$ cat src/rtl/eth_irq_claim_gateway_if.sv
// Host-facing bundle of the interrupt claim gateway: generator pending levels
// and host claim/complete pulses in, interrupt request, claim response and
// TX pending-clear pulse out. No handshake; every pulse is a one-cycle strobe.
//   slave  : the gateway (consumes pending/claim/complete, drives irq/claim/clear)
//   master : the environment (generator + host)
interface eth_irq_claim_gateway_if;
  logic       rx_pending_i;
  logic       tx_pending_i;
  logic       claim_v_i;
  logic       complete_v_i;
  logic [1:0] complete_id_i;
  logic       irq_o;
  logic       claim_v_o;
  logic [1:0] claim_id_o;
  logic       tx_clear_o;

  modport slave (
    input  rx_pending_i, tx_pending_i, claim_v_i, complete_v_i, complete_id_i,
    output irq_o, claim_v_o, claim_id_o, tx_clear_o
  );

  modport master (
    output rx_pending_i, tx_pending_i, claim_v_i, complete_v_i, complete_id_i,
    input  irq_o, claim_v_o, claim_id_o, tx_clear_o
  );
endinterface

$ cat src/rtl/eth_irq_claim_gateway.sv
// Purpose: claim/complete interrupt gateway for the Ethernet RX/TX pending lines.
// Latency: pending -> irq_o 1 cycle; claim -> registered response 1 cycle.
// Backpressure: none; claims with nothing pending answer id 0, bad completes drop.
// Ports: clk_i, reset_n_i (async, active-low), bus (eth_irq_claim_gateway_if.slave).
module eth_irq_claim_gateway #(
  parameter int holdoff_cycles_p = 16
) (
  input  logic                         clk_i,
  input  logic                         reset_n_i,
  eth_irq_claim_gateway_if.slave       bus
);

  localparam int CntW    = (holdoff_cycles_p < 1) ? 1 : $clog2(holdoff_cycles_p + 1);
  localparam int LoadInt = (holdoff_cycles_p > 0) ? holdoff_cycles_p - 1 : 0;
  localparam logic [CntW-1:0] HoldLoad = CntW'(LoadInt);

  typedef enum logic [1:0] {
    S_IDLE    = 2'd0,
    S_PEND    = 2'd1,
    S_CLAIMED = 2'd2,
    S_HOLD    = 2'd3
  } src_state_e;

  // Index 0 = RX (id 1), index 1 = TX (id 2).
  src_state_e      state_q [2];
  src_state_e      state_d [2];
  logic [CntW-1:0] cnt_q   [2];
  logic [CntW-1:0] cnt_d   [2];

  logic       last_tx_q, last_tx_d;   // 1: TX was granted most recently
  logic       claim_v_q, claim_v_d;
  logic [1:0] claim_id_q, claim_id_d;
  logic       tx_clear_q, tx_clear_d;

  logic [1:0] pend_in;
  logic [1:0] in_pend;
  logic [1:0] grant;

  assign pend_in = {bus.tx_pending_i, bus.rx_pending_i};
  assign in_pend = {state_q[1] == S_PEND, state_q[0] == S_PEND};

  // Arbitration looks only at registered states; on contention the source
  // that did not win last time is granted.
  always_comb begin
    grant = 2'b00;
    if (bus.claim_v_i) begin
      case (in_pend)
        2'b01:   grant = 2'b01;
        2'b10:   grant = 2'b10;
        2'b11:   grant = last_tx_q ? 2'b01 : 2'b10;
        default: grant = 2'b00;
      endcase
    end
  end

  always_comb begin
    for (int i = 0; i < 2; i++) begin
      state_d[i] = state_q[i];
      cnt_d[i]   = cnt_q[i];
      case (state_q[i])
        S_IDLE: begin
          if (pend_in[i]) state_d[i] = S_PEND;
        end
        S_PEND: begin
          // A grant wins over a same-cycle drop of the pending level.
          if (grant[i])        state_d[i] = S_CLAIMED;
          else if (!pend_in[i]) state_d[i] = S_IDLE;
        end
        S_CLAIMED: begin
          if (bus.complete_v_i && (bus.complete_id_i == 2'(i + 1))) begin
            if (holdoff_cycles_p == 0) begin
              state_d[i] = S_IDLE;
            end else begin
              state_d[i] = S_HOLD;
              cnt_d[i]   = HoldLoad;
            end
          end
        end
        S_HOLD: begin
          if (cnt_q[i] == '0) state_d[i] = S_IDLE;
          else                cnt_d[i]   = cnt_q[i] - CntW'(1);
        end
        default: state_d[i] = S_IDLE;
      endcase
    end

    claim_v_d  = bus.claim_v_i;
    claim_id_d = grant[0] ? 2'd1 : (grant[1] ? 2'd2 : 2'd0);
    tx_clear_d = grant[1];
    last_tx_d  = grant[1] ? 1'b1 : (grant[0] ? 1'b0 : last_tx_q);
  end

  always_ff @(posedge clk_i or negedge reset_n_i) begin
    if (!reset_n_i) begin
      state_q[0] <= S_IDLE;
      state_q[1] <= S_IDLE;
      cnt_q[0]   <= '0;
      cnt_q[1]   <= '0;
      last_tx_q  <= 1'b1;   // RX wins the first contention
      claim_v_q  <= 1'b0;
      claim_id_q <= 2'd0;
      tx_clear_q <= 1'b0;
    end else begin
      state_q[0] <= state_d[0];
      state_q[1] <= state_d[1];
      cnt_q[0]   <= cnt_d[0];
      cnt_q[1]   <= cnt_d[1];
      last_tx_q  <= last_tx_d;
      claim_v_q  <= claim_v_d;
      claim_id_q <= claim_id_d;
      tx_clear_q <= tx_clear_d;
    end
  end

  // irq_o is decoded purely from the state registers.
  assign bus.irq_o      = in_pend[0] | in_pend[1];
  assign bus.claim_v_o  = claim_v_q;
  assign bus.claim_id_o = claim_id_q;
  assign bus.tx_clear_o = tx_clear_q;

endmodule

$ cat src/flat_wrapper.sv
// flat-port wrapper written by rule: the top's interface ports become plain ports
module eth_irq_claim_gateway_flat 
#(
  parameter int holdoff_cycles_p = 16
)
  (clk_i, reset_n_i, bus_rx_pending_i, bus_tx_pending_i, bus_claim_v_i, bus_complete_v_i, bus_complete_id_i, bus_irq_o, bus_claim_v_o, bus_claim_id_o, bus_tx_clear_o);
  eth_irq_claim_gateway_if bus_i ();
  input  logic clk_i;
  input  logic reset_n_i;
  input wire logic [$bits(bus_i.rx_pending_i)-1:0] bus_rx_pending_i;
  input wire logic [$bits(bus_i.tx_pending_i)-1:0] bus_tx_pending_i;
  input wire logic [$bits(bus_i.claim_v_i)-1:0] bus_claim_v_i;
  input wire logic [$bits(bus_i.complete_v_i)-1:0] bus_complete_v_i;
  input wire logic [$bits(bus_i.complete_id_i)-1:0] bus_complete_id_i;
  output wire logic [$bits(bus_i.irq_o)-1:0] bus_irq_o;
  output wire logic [$bits(bus_i.claim_v_o)-1:0] bus_claim_v_o;
  output wire logic [$bits(bus_i.claim_id_o)-1:0] bus_claim_id_o;
  output wire logic [$bits(bus_i.tx_clear_o)-1:0] bus_tx_clear_o;
  assign bus_i.rx_pending_i = bus_rx_pending_i;
  assign bus_i.tx_pending_i = bus_tx_pending_i;
  assign bus_i.claim_v_i = bus_claim_v_i;
  assign bus_i.complete_v_i = bus_complete_v_i;
  assign bus_i.complete_id_i = bus_complete_id_i;
  assign bus_irq_o = bus_i.irq_o;
  assign bus_claim_v_o = bus_i.claim_v_o;
  assign bus_claim_id_o = bus_i.claim_id_o;
  assign bus_tx_clear_o = bus_i.tx_clear_o;
  eth_irq_claim_gateway #(.holdoff_cycles_p(holdoff_cycles_p)) u_core (.clk_i(clk_i), .reset_n_i(reset_n_i), .bus(bus_i));
endmodule
$ cat config.mk
export PLATFORM = sky130hd
export DESIGN_NAME = eth_irq_claim_gateway_flat
export DESIGN_NICKNAME = d
export VERILOG_FILES = /design/src/rtl/eth_irq_claim_gateway_if.sv /design/src/rtl/eth_irq_claim_gateway.sv /design/src/flat_wrapper.sv
export SDC_FILE = /design/constraint.sdc
export NUM_CORES = 1
export LEC_CHECK = 0
export ABC_AREA = 1
export CORE_MARGIN = 1
export CORE_UTILIZATION = 50
export DETAILED_ROUTE_END_ITERATION = 8
export GPL_TIMING_DRIVEN = 0
export HOLD_SLACK_MARGIN = 0.03
export PLACE_DENSITY = 0.83
export SYNTH_ARGS = -nofsm -noshare
export SYNTH_HDL_FRONTEND = slang
export SYNTH_SLANG_ARGS = --single-unit
$ cat constraint.sdc
create_clock -name clk_i -period 1.6 [get_ports clk_i]
set_input_delay 0.32 -clock clk_i [delete_from_list [all_inputs] [get_ports clk_i]]
set_output_delay 0.32 -clock clk_i [all_outputs]
set_load 0.02 [all_outputs]
==> results of run 1 <==
kinds of logic (layout without fill, tap and decap cells):
logic type | count (synthesis) | after routing | synth area share [%]
fa+ha+maj | 2 | 2 | 2.673
buf+inv | 26 | 42 | 10.43
compound gates | 12 | 12 | 7.085
simple gates | 58 | 58 | 28.88
flops | 19 | 19 | 50.94
cell type report:
cell class | instances | area [um2] | area share (%)
clock buffers | 4 | 26.28 | 2.360
inverters | 26 | 97.59 | 8.764
multi-input cells | 72 | 361.6 | 32.47
flip-flops and latches | 19 | 476.7 | 42.81
well taps | 25 | 31.28 | 2.809
repair buffers | 12 | 120.1 | 10.79
metrics by stage:
stage | power [mW] | hold slack, ns | util, % | instances
after floorplan | 1.463 | 0.02441 | - | 117
after CTS | 1.986 | 0.4819 | 63.87 | 158
after detailed placement | 1.743 | 0.4673 | 62.29 | 154
after global routing | 2.120 | 0.4953 | 63.80 | 158
after global placement | 1.682 | 0.4557 | 62.29 | 154
final | 1.950 | 0.4738 | 63.80 | 158
cell usage in the layout (no fill, tap or decap), drive strengths merged:
cell           netlist  layout
inv                 26      26
o21ai                2       2
a311oi               1       1
clkdlybuf4s50        0       9
nor3                 1       1
dlymetal6s2s         0       2
o211ai               1       1
a21oi                8       8
or2                  1       1
nand3               12      12
nand3b               1       1
nand4                2       2
dfstp                1       1
ha                   2       2
nand2               27      27
nor2                13      13
clkbuf               0       4
dfrtp               18      18
and2                 1       1
buf                  0       1
power by group through the flow:
stage	Sequential [mW]	Clock [mW]	Combinational, mW
3_5_place_dp	0.834	0	0.908
2_1_floorplan	0.842	0	0.621
5_1_grt	0.851	0.262	1.01
3_3_place_gp	0.829	0	0.853
6_report	0.826	0.241	0.883
4_1_cts	0.826	0.252	0.908
synthesized netlist by cell type:
cell type and number:
o21ai_1 1, nand4_1 2, or2_1 1, a21oi_1 8, nand3b_1 1, inv_2 3, nand2_2 2, and2_1 1
dfrtp_1 18, ha_1 2, a311oi_1 1, o21ai_0 1, inv_1 23, nand3_2 2, nand2_4 1, dfstp_2 1
o211ai_1 1, nand3_1 10, nor2_1 13, nor3_1 1, nand2_1 24
timing repair:
item / 4_1_cts / 5_1_grt
gates resized for setup: 3 / 3
setup buffers: 0 / 0
endpoints found under the setup margin: 1 / 3
hold buffers: 0 / 0
worst min path at each step:
| stage | start | to | slack, ns | cells past startpoint |
|---|---|---|---|---|
| CTS | u_core.cnt_q[0]$_DFFE_PN0P_ | u_core.cnt_q[0]$_DFFE_PN0P_ | 0.48 | 1 |
| global route | u_core.cnt_q[0]$_DFFE_PN0P_ | u_core.cnt_q[0]$_DFFE_PN0P_ | 0.50 | 1 |
| global placement | u_core.cnt_q[5]$_DFFE_PN0P_ | u_core.cnt_q[5]$_DFFE_PN0P_ | 0.46 | 1 |
| detailed placement | u_core.cnt_q[0]$_DFFE_PN0P_ | u_core.cnt_q[0]$_DFFE_PN0P_ | 0.47 | 1 |
| finish | u_core.cnt_q[5]$_DFFE_PN0P_ | u_core.cnt_q[5]$_DFFE_PN0P_ | 0.47 | 1 |
| floorplan | reset_n_i | async pin | 0.02 | 0 |
metal layers:
metal  vias up  global-route usage, %  part of all wire (%)
met4         0                  9.697                   1.6
met5         -                      0                     0
met2        11                  34.20                    51
li1        399                      -                     -
met1       361                  25.19                    44
met3         5                  2.800                   3.3
==> impl_metrics.json, run 1 <==
{
  "status": "completed",
  "rows": 15,
  "core_region_area_um2": 1745,
  "nNetsFinal": 144,
  "cts_buffers": 3,
  "syn_area_per_cell_um2": 7.999,
  "clock_sinks": 19,
  "cp.buffers_inverters": 1,
  "grt_first_pass_wirelength_um": 2973,
  "cp-endpoint": "bus_tx_clear_o",
  "drc_errors": 0,
  "relSlewSlack_pct": 43.33,
  "hp-class": "flip-flop to flip-flop",
  "drv_slew": 0,
  "htreeDepth": 1,
  "drv_cap": 0,
  "p_comb_share_pct": 45.3,
  "grt-ovfl-total": 0,
  "vias_per_cell": 4.911,
  "clkPwrFrac_pct": 12.3,
  "ir_drop_uv": 1140,
  "yosysWarnings": 0,
  "io_pins": 13,
  "path_clk_slew_ns": 0.10,
  "gp_congestion": 0.7424,
  "cp_max_fo": 1,
  "cp_top_family": "buffers and inverters",
  "crit_path_end_kind": "primary output",
  "antenna_found_initial": 0,
  "start_util_pct": 53.62,
  "finalCriticalPeriod_ns": 1.559,
  "p_sw_mw": 0.8328,
  "seqPwrFrac_pct": 42.4,
  "crit_chain": "clkdlybuf4s50_1",
  "clock_path_buffers": 2,
  "post_drt_wl_per_cell_um": 11.05,
  "placed_area_um2": 1087,
  "cp_data_required_time_ns": 1.28,
  "synth-seq-cells": 19,
  "max_slew.worst_pin.slew_ns": 0.8474,
  "critPathLaunchType": "flip-flop",
  "path_class": "flip-flop to primary output",
  "portBuffers": 12,
  "drive_gt1_share_pct": 9.774,
  "synth_area_leader_cell": "dfrtp_1",
  "p_leak_nw": 0.6252,
  "cts-root-buf": "clkbuf_4",
  "synth_cells": 117,
  "nFillCells": 152,
  "synth_area_um2": 935.9,
  "tns_ns": 0,
  "slowest_delay_ns": 0.60,
  "finalCritPeriodShare_pct": 97.43,
  "synth.area.top_cells": "dfrtp_1 (48%), nand2_1 (9.6%), inv_1 (9.2%)",
  "dpl_worst_slack_ns": 0.003047,
  "path_depth": 1,
  "track_usage_pct": 20.19,
  "rsz0062_at_grt": "false",
  "die_w_um": 45.27,
  "crit-reg2reg-launch": "u_core.cnt_q[5]$_DFFE_PN0P_",
  "slowest_stage": "clkdlybuf4s50_1",
  "grt_pass1_vias": 751,
  "num_vias": 776,
  "ff2ff_path_depth": 9,
  "drtIter0Drc": 23,
  "fin_area_um2": 1114,
  "die_h_um": 45.27,
  "die-area_um2": 2049,
  "grt_max_degree": 20,
  "dp_hpwl_um": 1334,
  "synthesis.nets": 127,
  "first_pass_iters": 4,
  "ys_types": 21,
  "clock_skew_ns": 0.003074,
  "setup_ws_ns": 0.04105,
  "antennaDiodeCount": 0,
  "worstPathArrival_ns": 1.24,
  "p_int_mw": 1.117,
  "synthToLayoutAreaGrowth_pct": 18.98,
  "clk_latency_ns": 0.30,
  "sw_frac_of_total_pct": 42.71,
  "reg2reg_slack_ns": 0.25,
  "cts_tree": "yes",
  "startpoint": "u_core.bus.tx_clear_o$_DFF_PN0_",
  "synth.top_cell.area_share_pct": 48.13,
  "setup_viol": 0,
  "fmax_mhz": 641.5,
  "yosysSeqAreaShare_pct": 50.94,
  "ant_nets": 0,
  "p_per_area_nw_per_um2": 1751,
  "finalHoldViolCount": 0,
  "routed_wl_um": 1746
}
Power figures use the tool's default switching activity.
==> run 2: changes to the inputs <==
Clock period 1.6 ns to 1.9 ns, I/O delays scaled along.
==> run 2 against run 1 <==
Global-route usage stayed put. First-iteration DRC count is 13% higher. Clock skew hardly changed. Sequential share of layout area barely moved. Register-to-register slack gained 0.30 ns. Non-clock buffer count unchanged. Die area stayed put. Largest cell class unchanged.
==> impl_metrics.json, run 2 (synthesis results as in run 1) <==
{
  "grt_max_degree": 20,
  "die_w_um": 45.27,
  "worstPathArrival_ns": 1.34,
  "relSlewSlack_pct": 43.48,
  "p_per_area_nw_per_um2": 1482,
  "die-area_um2": 2049,
  "rsz0062_at_grt": "false",
  "io_pins": 13,
  "post_cts_resized": 1,
  "ant_nets": 0,
  "reg2reg_slack_ns": 0.55,
  "fmax_mhz": 582.9,
  "drc_errors": 0,
  "first_pass_iters": 4,
  "clock_sinks": 19,
  "p_leak_nw": 0.5951,
  "drv_slew": 0,
  "portBuffers": 12,
  "use_met2_pct": 34.20,
  "critPathLaunchType": "flip-flop",
  "drive_gt1_share_pct": 9.023,
  "rows": 15,
  "grt_first_pass_wirelength_um": 2973,
  "tns_ns": 0,
  "track_usage_pct": 20.19,
  "nNetsFinal": 144,
  "post_drt_wl_per_cell_um": 10.99,
  "final_common_cell": "nand2_1",
  "finalCritPeriodShare_pct": 90.29,
  "cts_tree": "yes",
  "cp_data_required_time_ns": 1.52,
  "synthToLayoutAreaGrowth_pct": 18.85,
  "final_cell_mix": "nand2_1 (24), inv_1 (23), dfrtp_1 (18)",
  "finalCriticalPeriod_ns": 1.716,
  "cp_max_fo": 4,
  "nFillCells": 152,
  "postCtsSetupBuffers": 0,
  "cts-root-buf": "clkbuf_4",
  "crit_path_end_kind": "primary output",
  "start_util_pct": 53.62,
  "core_region_area_um2": 1745,
  "path_class": "flip-flop to primary output",
  "grt.met3_usage_pct": 2.800,
  "grt_busiest_layer": "met2",
  "ctsHoldBuffers": 0,
  "vias_per_cell": 4.911,
  "dp_hpwl_um": 1334,
  "whs_ns": 0.4738,
  "clock_skew_ns": 0.002961,
  "drtIter0Drc": 26,
  "htreeDepth": 1,
  "drv_cap": 0,
  "grt-ovfl-total": 0,
  "status": "completed",
  "antennaDiodeCount": 0,
  "path_clk_slew_ns": 0.10,
  "clk_latency_ns": 0.29,
  "cts_buffers": 3,
  "gp_congestion": 0.7424,
  "max_slew.worst_pin.slew_ns": 0.8451,
  "clock_path_buffers": 2,
  "antenna_found_initial": 0,
  "hp-class": "flip-flop to flip-flop",
  "setup_viol": 0,
  "ir_drop_uv": 961.6,
  "die_h_um": 45.27,
  "gr-usage-met1_pct": 25.19,
  "finalHoldViolCount": 0,
  "grt_pass1_vias": 751,
  "num_vias": 776,
  "routed_wl_um": 1736
}
-- run 2: changes by cell type in the layout (fill, tap and decap cells not counted), sizes merged --
cell           previous run  this run
dlygate4sd2               0         1
buf                       1         0
clkdlybuf4s50             9        11
dlymetal6s2s              2         0
-- run 2: power by group --
part / switching [mW] / internal, mW
registers: 0.119 / 0.578
logic: 0.462 / 0.288
clock network: 0.119 / 0.0817
total: 0.700 / 0.948
-- run 2: path summary, 6_finish.rpt --
check / depth (start not counted) / startpoint / endpoint
max: 4 / flip-flop / bus_irq_o
min: 1 / u_core.cnt_q[5]$_DFFE_PN0P_ / u_core.cnt_q[5]$_DFFE_PN0P_
max reg2reg: 9 / u_core.cnt_q[5]$_DFFE_PN0P_ / flip-flop
min reg2reg: 1 / u_core.cnt_q[5]$_DFFE_PN0P_ / u_core.cnt_q[5]$_DFFE_PN0P_
max in group asynchronous: 1 / reset_n_i / u_core.cnt_q[7]$_DFFE_PN0P_
min in group asynchronous: 1 / reset_n_i / u_core.cnt_q[3]$_DFFE_PN0P_
-- run 2: stage by stage --
step / instance area, um2 / utilization (%) / power, mW / setup WS, ns / std cells
after global routing: 1112 / 63.73 / 1.793 / 0.1296 / 158
after floorplan: 935.9 / - / 1.232 / 0.6729 / 117
after global placement: 1087 / 62.29 / 1.416 / 0.2492 / 154
after CTS: 1112 / 63.73 / 1.665 / 0.1745 / 158
after detailed placement: 1087 / 62.29 / 1.468 / 0.2430 / 154
final: 1112 / 63.73 / 1.648 / 0.1844 / 158
-- run 2: area by class of cell --
type | count | area, um2 | area share (%)
Clock buffer | 4 | 26.28 | 2.362
Multi-Input combinational cell | 72 | 361.6 | 32.51
Sequential cell | 19 | 476.7 | 42.86
Tap cell | 25 | 31.28 | 2.812
Timing Repair Buffer | 12 | 118.9 | 10.69
Inverter | 26 | 97.59 | 8.774
-- run 2: critical path: stages, from the launching register on --
cell and delay, ns:
dfrtp_1 0.42, inv_1 0.08, nand2_1 0.09, nand2_1 0.11, dlygate4sd2_1 0.34
-- run 2: metal layers --
layer / vias to the layer above / part of all wire [%]
met1: 358 / 44
met4: 0 / 1.6
met3: 5 / 3.8
met2: 15 / 51
li1: 398 / -
met5: - / 0
==> RTL edit, RTL diff (config.mk and constraints of run 1) <==
`holdoff_cycles_p` is set to 16 in 2 places; all go to 32.
--- a/src/rtl/eth_irq_claim_gateway.sv
+++ b/src/rtl/eth_irq_claim_gateway.sv
@@ -3,7 +3,7 @@
 // Backpressure: none; claims with nothing pending answer id 0, bad completes drop.
 // Ports: clk_i, reset_n_i (async, active-low), bus (eth_irq_claim_gateway_if.slave).
 module eth_irq_claim_gateway #(
-  parameter int holdoff_cycles_p = 16
+  parameter int holdoff_cycles_p = 32
 ) (
   input  logic                         clk_i,
   input  logic                         reset_n_i,
--- a/src/flat_wrapper.sv
+++ b/src/flat_wrapper.sv
@@ -1,7 +1,7 @@
 // flat-port wrapper written by rule: the top's interface ports become plain ports
 module eth_irq_claim_gateway_flat 
 #(
-  parameter int holdoff_cycles_p = 16
+  parameter int holdoff_cycles_p = 32
 )
   (clk_i, reset_n_i, bus_rx_pending_i, bus_tx_pending_i, bus_claim_v_i, bus_complete_v_i, bus_complete_id_i, bus_irq_o, bus_claim_v_o, bus_claim_id_o, bus_tx_clear_o);
   eth_irq_claim_gateway_if bus_i ();
Behaviour: no difference found for any inputs over 10 cycles, from zero or initial values and one cycle with reset_n_i low; that may be too few to reach the edited logic, so the function may still have changed.
==> RTL edit against run 1 <==
Sequential cell count is 2 higher; sequential share of layout area shrank 4.7 points; cell area grew 24%; power up 28%; area after synthesis is 28% higher; worst setup slack better by 0.0062 ns; die area grew 27%; wire length grew 27%; largest power group unchanged.
==> RTL edit: results (changes against run 1) <==
| Metric | Value |
|---|---|
| Mapped Nets | 166 (+31%) |
| Hold path start | u_core.last_tx_q$_DFFE_PN1P_ |
| Hold endpoint | u_core.last_tx_q$_DFFE_PN1P_ |
| Post-synthesis adder-cell area fraction | 4.16% (+1.5 points) |
| Via count | 1021 (+32%) |
| Worst Reg-to-Reg Cells | 6 (-3) |
| Synth Area in Compound Gates | 11.6% (+4.5 points) |
| Final non-filler cell total | 198 (+25%) |
| Share of cells above drive strength 1 | 15.3% (+5.5 points) |
| Core Util, Final | 62.0% (-1.8 points) |
| First-pass GRT wire length | 3910 um (+32%) |
| Post-synth top cells | 30 x nand2_1, 24 x inv_1, 20 x dfrtp_1 |
| Largest net degree at the start of global routing | 22 (+10%) |
| DP Wirelength | 1690 um (+27%) |
| Psw | 1.15 mW (+39%) |
| Clock skew | 0.00459 ns (+0.00152 ns) |
| Netlist cell types | 24 (+14%) |
| Wire length per cell | 11.2 um (+1.1%) |
| VDD IR max | 1.05 mV (-7.7%) |
| Mean post-synth cell area | 7.81 sq um (-2.4%) |
| Placed insts | 194 (+26%) |
| R2r startpoint | u_core.cnt_q[6]$_DFFE_PN0P_ |
| Top cells by area, synth | dfrtp_1 42%, nand2_1 9.4%, nand3_1 7.5% |
| Nets@finish | 183 (+27%) |
| GPL Wtd Cong | 0.809 (+9.0%) |
| WHS Path Cells | 2 (+1) |
| Status | completed |
[RTL edit: cell type report]
type	instances	area share [%]
well taps	28	2.53
clock buffers	4	1.90
inverters	27	7.50
multi-input cells	106	41.3
repair buffers	12	8.67
flip-flops and latches	21	38.1
[RTL edit: power by group through the flow]
stage	Combinational, mW	Sequential, mW	Clock [mW]
detailed placement	1.29	0.974	0
floorplan	0.965	0.964	0
global route	1.45	0.990	0.276
finish	1.27	0.965	0.251
CTS	1.29	0.961	0.261
global placement	1.23	0.961	0
[RTL edit: cell families after synthesis]
| kind of cell | Yosys count |
|---|---|
| fa+ha+maj | 4 |
| flops | 21 |
| compound gates | 23 |
| simple gates | 79 |
| buf+inv | 27 |
[RTL edit: how the worst max path moves through the flow]
stage,endpoint
6_report,bus_claim_id_o[1]
5_1_grt,bus_claim_id_o[1]
4_1_cts,bus_claim_v_o
3_5_place_dp,bus_irq_o
3_3_place_gp,bus_irq_o
2_1_floorplan,flop
[RTL edit: what timing repair did]
| action | CTS | global route |
|---|---|---|
| gates resized for setup | 3 | 4 |
| endpoints found under the setup margin | 1 | 3 |
| cloned | 0 | 0 |
| setup buffers | 0 | 0 |
| endpoints found under the hold margin | 0 | 0 |
[RTL edit: worst register-to-register path, cell delays in order (launching register included)]
cell and delay, ns:
dfrtp_1 0.38, inv_1 0.19, ha_1 0.21, nand3_2 0.12
a21oi_2 0.23, nand2_1 0.09, o21ai_1 0.09
[RTL edit: layer usage]
layer	part of all wire (%)	vias up	GRT usage [%]
li1	-	523	-
met1	44	475	23.2
met2	52	19	36.0
met3	3.1	4	4.46
met4	1.2	0	8.80
met5	0	-	0
[RTL edit: stage by stage]
stage	hold WS (ns)	setup slack, ns
2_1_floorplan	0.0244	0.422
3_3_place_gp	0.500	0.0367
3_5_place_dp	0.509	0.0411
4_1_cts	0.526	0.0155
5_1_grt	0.542	0.000675
6_report	0.522	0.0473
